## config.mk

```make
export PLATFORM = sky130hd
export DESIGN_NAME = reorder_buffer
export DESIGN_NICKNAME = d
export VERILOG_FILES = /design/src/rtl/reorder_buffer_pkg.sv /design/src/rtl/reorder_buffer.sv
export SDC_FILE = /design/constraint.sdc
export NUM_CORES = 1
export LEC_CHECK = 0
export ABC_AREA = 1
export CORE_MARGIN = 2
export CORE_UTILIZATION = 55
export CTS_BUF_LIST = sky130_fd_sc_hd__clkbuf_4 sky130_fd_sc_hd__clkbuf_8
export DETAILED_ROUTE_END_ITERATION = 12
export GPL_TIMING_DRIVEN = 0
export PLACE_DENSITY = 0.73
export SLEW_MARGIN = 20
export SYNTH_ARGS = -nofsm -noshare
export SYNTH_HDL_FRONTEND = slang
export SYNTH_SLANG_ARGS = --single-unit
export TNS_END_PERCENT = 100
```

## constraint.sdc

```tcl
create_clock -name clock -period 2.45 [get_ports clock]
set_input_delay 0.3675 -clock clock [delete_from_list [all_inputs] [get_ports clock]]
set_output_delay 0.3675 -clock clock [all_outputs]
set_load 0.05 [all_outputs]
```

## src/rtl/reorder_buffer_pkg.sv

```systemverilog
// Shared helpers for the reorder buffer: wrap-around pointer arithmetic for
// slot counts that need not be a power of two.
package reorder_buffer_pkg;

    // Advance a slot pointer, returning to zero after the last slot.
    function automatic int unsigned wrap_inc(input int unsigned ptr,
                                             input int unsigned depth);
        return (ptr == depth - 1) ? 0 : ptr + 1;
    endfunction

endpackage

```

## src/rtl/reorder_buffer.sv

```systemverilog
// Reorder buffer: slots are claimed in order, filled in any order by index,
// and drained in order once the head slot holds data.
module reorder_buffer
    import reorder_buffer_pkg::*;
#(
    parameter int WIDTH       = 8,
    parameter int DEPTH       = 8,
    parameter int INDEX_WIDTH = $clog2(DEPTH)
) (
    input  logic                   clock,
    input  logic                   reset,
    output logic                   full,
    output logic                   empty,
    input  logic                   reserve_enable,
    output logic [INDEX_WIDTH-1:0] reserve_index,
    input  logic                   write_enable,
    input  logic [INDEX_WIDTH-1:0] write_index,
    input  logic [WIDTH-1:0]       write_data,
    output logic                   write_error,
    input  logic                   read_enable,
    output logic                   read_valid,
    output logic [WIDTH-1:0]       read_data
);

    logic [INDEX_WIDTH-1:0] head_q, head_d;
    logic [INDEX_WIDTH-1:0] tail_q, tail_d;
    logic [DEPTH-1:0]       reserved_q, reserved_d;
    logic [DEPTH-1:0]       written_q, written_d;
    logic                   full_q, full_d;
    logic                   empty_q, empty_d;
    logic [WIDTH-1:0]       mem_q [DEPTH];

    logic [31:0] write_index_ext;
    logic        index_in_range;
    logic        write_ok;
    logic        do_reserve;
    logic        do_read;

    // An index beyond the last slot (possible when DEPTH is not a power of
    // two) can never name a reserved slot, so it is rejected like one.
    assign write_index_ext = 32'(write_index);
    assign index_in_range  = write_index_ext < 32'(DEPTH);

    assign write_error = write_enable &&
                         (!index_in_range ||
                          !reserved_q[write_index] ||
                          written_q[write_index]);
    assign write_ok    = write_enable && !write_error;

    assign read_valid    = reserved_q[head_q] && written_q[head_q];
    assign read_data     = mem_q[head_q];
    assign reserve_index = tail_q;
    assign full          = full_q;
    assign empty         = empty_q;

    // Full is registered, so a reserve in the same cycle as a pop at full
    // is still refused.
    assign do_reserve = reserve_enable && !full_q;
    assign do_read    = read_enable && read_valid;

    always_comb begin
        reserved_d = reserved_q;
        written_d  = written_q;
        head_d     = head_q;
        tail_d     = tail_q;

        // Head and tail coincide only when empty or full, and in both cases
        // at most one of pop/reserve can fire, so these updates never collide.
        if (do_read) begin
            reserved_d[head_q] = 1'b0;
            written_d[head_q]  = 1'b0;
            head_d             = INDEX_WIDTH'(wrap_inc(32'(head_q), DEPTH));
        end

        if (do_reserve) begin
            reserved_d[tail_q] = 1'b1;
            tail_d             = INDEX_WIDTH'(wrap_inc(32'(tail_q), DEPTH));
        end

        if (write_ok) begin
            written_d[write_index] = 1'b1;
        end

        full_d  = &reserved_d;
        empty_d = ~|reserved_d;
    end

    always_ff @(posedge clock) begin
        if (reset) begin
            head_q     <= '0;
            tail_q     <= '0;
            reserved_q <= '0;
            written_q  <= '0;
            full_q     <= 1'b0;
            empty_q    <= 1'b1;
        end else begin
            head_q     <= head_d;
            tail_q     <= tail_d;
            reserved_q <= reserved_d;
            written_q  <= written_d;
            full_q     <= full_d;
            empty_q    <= empty_d;
        end
    end

    // Payload storage is not reset; the written[] flags gate its visibility.
    always_ff @(posedge clock) begin
        if (write_ok) begin
            mem_q[write_index] <= write_data;
        end
    end

endmodule

```

## Yosys cells after proc, flatten, opt, wreduce, memory -nomap -nowiden

Memories as Yosys holds them, arrays and structs flattened. A register that Yosys moved wholly into a read port is not among the register bits.
Cells that the tools add are included.

| storage, ports and cells | value |
|---|---|
| flip-flop bits (word level) | 24 |
| logic and storage cells | 64 |
| bits of input ports | 16 |
| RAM bits | 64 |
| memories kept | 1 |
| output and inout bits | 15 |

| cells by class | value |
|---|---|
| add/sub/neg operators | 2 |
| bitwise operators | 5 |
| mux-type cells | 24 |
| $lt $le $gt $ge | 7 |
| equality and inequality tests | 2 |
| reductions and logical operators | 17 |

Memories:

| memory | words | bits a word | read ports | clocked after memory_dff | write ports | line | source |
|---|---|---|---|---|---|---|---|
| mem_q | 8 | 8 | 1 | 1 | 1 | reorder_buffer.sv:31 | `logic [WIDTH-1:0] mem_q [DEPTH];` |

Operators with widths:

| operator | number |
|---|---|
| 8-bit two-way mux | 4 |
| 8-bit AND | 2 |
| 3-bit by 4-bit < comparator with 1-bit output (second input constant) | 4 |
| 8-bit bitwise OR | 2 |
| 1-bit binary-select mux with 3-bit select | 4 |
| 3-bit two-way mux | 4 |
| 1-bit demux with 3-bit select | 3 |
| 3-bit by 1-bit greater-or-equal comparator with 1-bit output (second input constant) | 3 |
| 1-bit two-way mux | 9 |
| 1-bit logical AND | 8 |
| 8-bit inverter | 1 |
| 8-bit AND reduction | 1 |
| 8-bit OR reduction | 1 |
| 3-bit by 1-bit adder with 3-bit output (second input constant) | 2 |
| 3-bit equality test (second input constant) | 2 |
| 1-bit logical NOT | 5 |
| 1-bit logical OR | 2 |

## Depth between registers and ports, before layout

Gate-level depths: netlist of the first run.

| logic depth | value |
|---|---|
| depth after elaboration | 11 |
| depth in mapped cells | 15 |
| gate-level depth less buffers | 14 |

## Worst setup path after synthesis of the first run

No wires, ideal clock.

| timing path | value |
|---|---|
| path type | register -> output |
| start point | register (tool-made name) |
| end point | output read_data[5] |
| data required time | 2.082 ns |
| cell stages (with the launch flop) | 7 |
| arrival | 1.814 ns |
| path buffers | 1 |
| slack | 0.268 ns |
| cell sequence | dfxtp_1 inv_1 clkbuf_1 o21ai_0 o22ai_1 nor2_1 a31oi_1 |

RTL lines:

| item | line | source |
|---|---|---|
| to (decl) | reorder_buffer.sv:22 | `output logic [WIDTH-1:0] read_data` |

## Worst setup path after layout of the first run

| timing path | value |
|---|---|
| start point | input write_index[1] |
| end point | output write_error |

| on the way | value |
|---|---|
| word-level cells in the longest chain between the ends | 6 |
| elaborated cells on any way between the ends | 10 |
| classes of those cells | 1 x order compare; 4 x mux; 5 x reduce/logical |

RTL lines:

| item | line | source |
|---|---|---|
| from (decl) | reorder_buffer.sv:17 | `input logic [INDEX_WIDTH-1:0] write_index,` |
| 1-bit binary-select mux with 3-bit select | reorder_buffer.sv:46 | `!reserved_q[write_index] \|\|` |
| 1-bit two-way mux (not written as such) | reorder_buffer.sv:46 |  |
| 1-bit logical NOT | reorder_buffer.sv:46 |  |
| 1-bit logical OR | reorder_buffer.sv:45 | `(!index_in_range \|\|` |
| 1-bit logical OR * | reorder_buffer.sv:46 |  |
| 1-bit logical AND * | reorder_buffer.sv:44 | `assign write_error = write_enable &&` |
| to (decl) | reorder_buffer.sv:19 | `output logic write_error,` |

Mark *: on every way between the ends. The rest lies on a longest branch, timed or not. The select of a mux whose other input is x is not followed.

==> out/results.tsv, run 1 <==
metric	value	unit
grt_max_degree	16	
period_needed	2.35	ns
post-cts-setup-buffers	0	
worstPathMaxFanout	9	
worstSetupPathType	input pin to primary output	
fill_cells	588	
critPathTopFamily	simple AND/OR/NAND/NOR gates	
fp.dieW	91.3	um
antenna_cells	0	
async_reset_ff_frac	0	
critPathCaptureType	primary output	
fmax	426	MHz
crit_slowest_cell	clkdlybuf4s50_1	
hold_end	written_q[1]	
fin_ws	0.103	ns
final_common_cell	nor2_1	
register_area	0.00246	mm2
mostFrequentLayoutCells	92 x nor2_1, 64 x edfxtp_1, 63 x nand2_1	
clockBufferDepth	2	
wirelength	9270	um
drv_slew	0	
gr-total-overflow	0	
slew-limit-headroom	0.662	
worstPathRequired	2.08	ns
path_clk_slew	0.08	ns
ys_warn_count	0	
dpl.hpwl	6560	um
timing.hold.ws	0.421	ns
layout-drive-gt1-share	0.115	
ys_ff_latch	91	
cts_buffers	9	
final_net_count	513	
setup.worst_path.start_class	input pin	
multi_input_area	0.00147	mm2
avgSynthCellArea	9.20	um2
drc_errors	0	
place_ws	-0.665	ns
crit_arrival	1.98	ns
rows	31	
slowest_delay	0.44	ns
finalCritPeriodShare	0.958	
power_density	592	mW/mm2
coreArea	0.00733	mm2
die_y	91.3	um
dp.cells	581	
syn_inst	455	
reg2reg_depth	11	
syn_area	0.00419	mm2
crit_buf_inv	3	
regToRegStartpoint	head_q[2]	
start_util	0.571	
cts_root_buffer	clkbuf_8	
whs_path_depth	2	
cts_resized	69	
dr_total_vias	3285	
firstDrtPassIters	5	
place.gp.congestion	0.921	
grt_usage	0.235	
yosys.cell_types.count	29	
grt_pass1_wl	15200	um
final_cells	596	
max_cap_violations	0	
cts_tree	built	
htreeDepth	3	
hold_viol_final	0	
rr_endpoint	written_q[2]	
synth_fp_nets	475	
postCtsHoldBufs	0	
tightest_slew	0.505	ns
tns	0	ns
leakagePower	0.00193	uW
hold_start	reset	
stdcell_area	0.00478	mm2
wl_per_cell	15.6	um
syn_to_final_growth	14.2	%
grt_setup_unrepaired	no	
synthFlopType	edfxtp_1	
setup_violations	0	
die-area	0.00833	mm2
seq_area_frac_synth	0.588	
clock_latency	0.35	ns
ant_nets	0	
fin_skew	0.00803	ns
pin_count	31	
irDropWorstVdd	0.297	mV
worstPathCellList	clkdlybuf4s50_1, nor3_1, nand2_1, nand4_1, nand3b_1, inv_1, nor2_4, nor2_1, buf_4	
grt_pass1_vias	3266	
hold_path.class	input pin to register	
reg2reg_setup_slack	0.54	ns
antenna_found_initial	0	
dpl-instance-area	0.00458	mm2
cts_sinks	91	
routed_via_density	5.51	
outcome	finished, final reports clean	
synth-edff-count	64	
numPortBuffers	27	
drt_iter0_markers	185	
## where the power goes
part           switching [uW]  internal (uW)
combinational             119           61.0
sequential               14.5           1660
clock                     509            470
total                     642           2190
## Yosys cell counts, types with 3 or more instances
master	count	share of area
a21oi_1	15	0.018
a31oi_1	8	0.012
buf_6	3	0.0081
clkbuf_1	11	0.0099
dfxtp_1	27	0.13
edfxtp_1	64	0.46
ha_1	4	0.012
inv_1	50	0.045
nand2_1	63	0.056
nand3_1	21	0.025
nand3_2	4	0.0096
nand3b_1	9	0.016
nand4_1	3	0.0045
nor2_1	92	0.082
nor2_2	5	0.0075
nor3_1	5	0.0060
o21ai_0	42	0.050
o22ai_1	11	0.016
o31ai_1	5	0.0090
## flip-flops by register name (all words and copies together) (netlist names), named ones only
register	count
reserved_q	8
mem_q	64
empty	1
written_q	8
head_q	3
full	1
reserve_index	3
## layer usage
metal  global-route usage  vias up  routed length [um]
li1                     -     1618                   -
met1                0.276     1530                3830
met2                0.422      115                4780
met3               0.0332       22                 414
met4                0.115        0                 255
met5                    0        -                   0
## cell type report
type                    instances  area share
plain buffers                  17      0.0209
clock buffers                   9      0.0259
clock inverters                 6      0.0139
inverters                      51      0.0400
multi-input cells             296       0.308
flip-flops and latches         91       0.516
well taps                      99      0.0259
repair buffers                 27      0.0502
## cell families after synthesis
logic type      share of synthesized area
simple gates                        0.222
flops                               0.588
fa+ha+maj                          0.0120
buf+inv                            0.0669
compound gates                      0.111
## stage by stage
| stage | total power [uW] | utilization |
|---|---|---|
| 4_1_cts | 2840 | 0.651 |
| 6_report | 2830 | 0.652 |
| 3_3_place_gp | 1880 | 0.625 |
| 3_5_place_dp | 1880 | 0.625 |
| 2_1_floorplan | 1810 | - |
| 5_1_grt | 2920 | 0.652 |
## worst register-to-register path: cells and delay by family, from the launching register on
family	cells	cell delay, ns
buf+inv	4	0.45
flops	1	0.40
compound gates	2	0.35
simple gates	5	0.58
## worst max path at each step
| stage | from | end | depth (start not counted) | slack (ns) |
|---|---|---|---|---|
| finish | write_index[1] | write_error | 9 | 0.10 |
| detailed placement | write_index[0] | write_error | 10 | -0.67 |
| global placement | write_index[0] | write_error | 10 | -0.65 |
| global route | register | read_data[0] | 5 | 0.003 |
| CTS | register | read_data[0] | 6 | 0.01 |
| floorplan | register | read_data[5] | 6 | 0.27 |
Note: power is estimated with default switching activity, not from simulation.
==> run 2, diff against run 1 <==
Clock period 2.45 ns to 2.3 ns, I/O delays scaled along.
==> out/results.tsv, run 2 (synthesized netlist as in run 1, its figures left out) <==
metric	value	unit	change
pwr-share-clk	0.347		about the same
slew-limit-headroom	0.651		-0.0109
regMostFlops	mem_q		
layout-drive-gt1-share	0.123		+0.00805
setup.worst_path.start_class	register		
coreArea	0.00733	mm2	unchanged
cts_sinks	91		unchanged
internal-power	2330	uW	+6.6%
period_needed	2.26	ns	
antenna_found_initial	0		unchanged
ant_nets	0		unchanged
slowest_delay	0.36	ns	-0.08 ns
seqPwrFrac	0.589		-0.002
switchingPower	693	uW	+7.9%
critPathCaptureType	primary output		
finalCritPeriodShare	0.983		
critPathTopFamily	buffers and inverters		
tightest_slew	0.523	ns	+0.0180 ns
leakagePower	0.00195	uW	+0.88%
clockBufferDepth	2		unchanged
hold_path.class	input pin to register		
irDropWorstVdd	0.315	mV	+6.1%
hold_viol_final	0		unchanged
whs_path_depth	2		unchanged
syn_to_final_growth	15.0	%	
grt_pass1_vias	3253		-0.40%
grt_max_degree	16		unchanged
swShare	0.229		+0.00216
gr-total-overflow	0		unchanged
worstPathRequired	1.96	ns	-0.12 ns
dr_total_vias	3292		+0.21%
drc_errors	0		unchanged
htreeDepth	3		unchanged
cts_buffers	9		unchanged
drt_iter0_markers	187		+1.1%
p_comb_frac	0.064		about the same
final_net_count	513		unchanged
dpl-instance-area	0.00458	mm2	unchanged
cp-endpoint	read_data[0]		
regToRegStartpoint	head_q[2]		
largest_reg_flops	64		unchanged
cts_root_buffer	clkbuf_8		
dpl.hpwl	6560	um	unchanged
crit_arrival	1.92	ns	-0.06 ns
crit_slowest_cell	dfxtp_1		
die_y	91.3	um	unchanged
drv_slew	0		unchanged
cts_tree	built		
firstDrtPassIters	5		unchanged
wl_per_cell	15.5	um	-0.11%
antenna_cells	0		unchanged
rows	31		unchanged
worstPathCellList	inv_1, clkbuf_4, nor2_1, o22ai_1, nor2_1, a31oi_1, buf_4		
routed_via_density	5.52		+0.21%
final_common_cell	nor2_1		
fp.dieW	91.3	um	unchanged
fin_skew	0.00787	ns	-0.000161 ns
start_util	0.571		unchanged
grt_usage	0.235		-0.000359
reg.largest.list	mem_q (64), reserved_q (8), written_q (8)		
reg2reg_depth	11		unchanged
die-area	0.00833	mm2	unchanged
path_clk_slew	0.09	ns	about the same
setup_violations	0		unchanged
stdcell_area	0.00481	mm2	+0.71%
mostFrequentLayoutCells	92 x nor2_1, 64 x edfxtp_1, 63 x nand2_1		
clock_latency	0.35	ns	about the same
place.gp.congestion	0.921		unchanged
worstPathMaxFanout	10		+1
numPortBuffers	27		unchanged
fin_util	0.657		+0.00461
power_density	628	mW/mm2	+6.1%
max_cap_violations	0		unchanged
wirelength	9260	um	-0.11%
outcome	finished, final reports clean		
cp.depth	7		-2
fill_cells	577		-1.9%
crit_buf_inv	3		unchanged
pin_count	31		unchanged
rr_endpoint	written_q[2]		
crit_path_frequent_cell	nor2_1		
fmax	442	MHz	
grt_pass1_wl	15100	um	about the same
worstSetupPathType	register to primary output		
reg2reg_setup_slack	0.39	ns	-0.15 ns
run 2: changes by cell type in the layout (fill, tap and decap cells not counted), moves of 2 or more:
cell | previous run | this run
buf_2 | 9 | 7
buf_4 | 1 | 4
clkbuf_2 | 4 | 1
clkbuf_4 | 3 | 7
run 2: metrics by stage:
stage,hold WS (ns),TNS (ns),std cells,total power (uW),setup WS (ns)
2_1_floorplan,0.443,0,455,1930,0.141
3_3_place_gp,0.457,-35.69,581,2000,-0.758
3_5_place_dp,0.461,-36.81,581,2010,-0.770
4_1_cts,0.383,0,596,3020,0.00818
5_1_grt,0.431,-0.0210,596,3110,-0.0210
6_report,0.393,0,596,3020,0.0387
run 2: layer usage:
metal | global-route usage | vias to the layer above | routed length [um]
li1 | - | 1619 | -
met3 | 0.0332 | 18 | 447
met5 | 0 | - | 0
met2 | 0.420 | 109 | 4800
met4 | 0.116 | 0 | 203
met1 | 0.276 | 1546 | 3810
run 2: power groups by stage:
| stage | Clock (uW) | Combinational [uW] | Sequential [uW] |
|---|---|---|---|
| floorplan | 0 | 92.4 | 1840 |
| global placement | 0 | 186 | 1820 |
| detailed placement | 0 | 189 | 1820 |
| CTS | 1050 | 191 | 1780 |
| global route | 1110 | 216 | 1780 |
| finish | 1050 | 194 | 1780 |
run 2: worst min-delay path by stage:
stage	from	endpoint	slack, ns
6_report	reset	written_q[1]	0.39
5_1_grt	reset	written_q[0]	0.43
4_1_cts	reset	written_q[1]	0.38
3_5_place_dp	written_q[1]	written_q[1]	0.46
3_3_place_gp	written_q[1]	written_q[1]	0.46
2_1_floorplan	written_q[1]	written_q[1]	0.44
run 2: cell type report:
class	instances	area, um2	area share
Sequential cell	91	2460	0.512
Multi-Input combinational cell	296	1490	0.309
Tap cell	99	124	0.0257
Timing Repair Buffer	27	243	0.0504
Inverter	51	194	0.0403
Clock buffer	9	124	0.0257
Clock inverter	6	66.3	0.0138
Buffer	17	111	0.0231
run 2: what timing repair did:
item                                    in CTS  in global routing
pin swaps                                    0                  0
endpoints found under the setup margin      74                 25
buffers inserted                             0                  0
hold buffers                                 0                  0
resized for setup                           79                 25
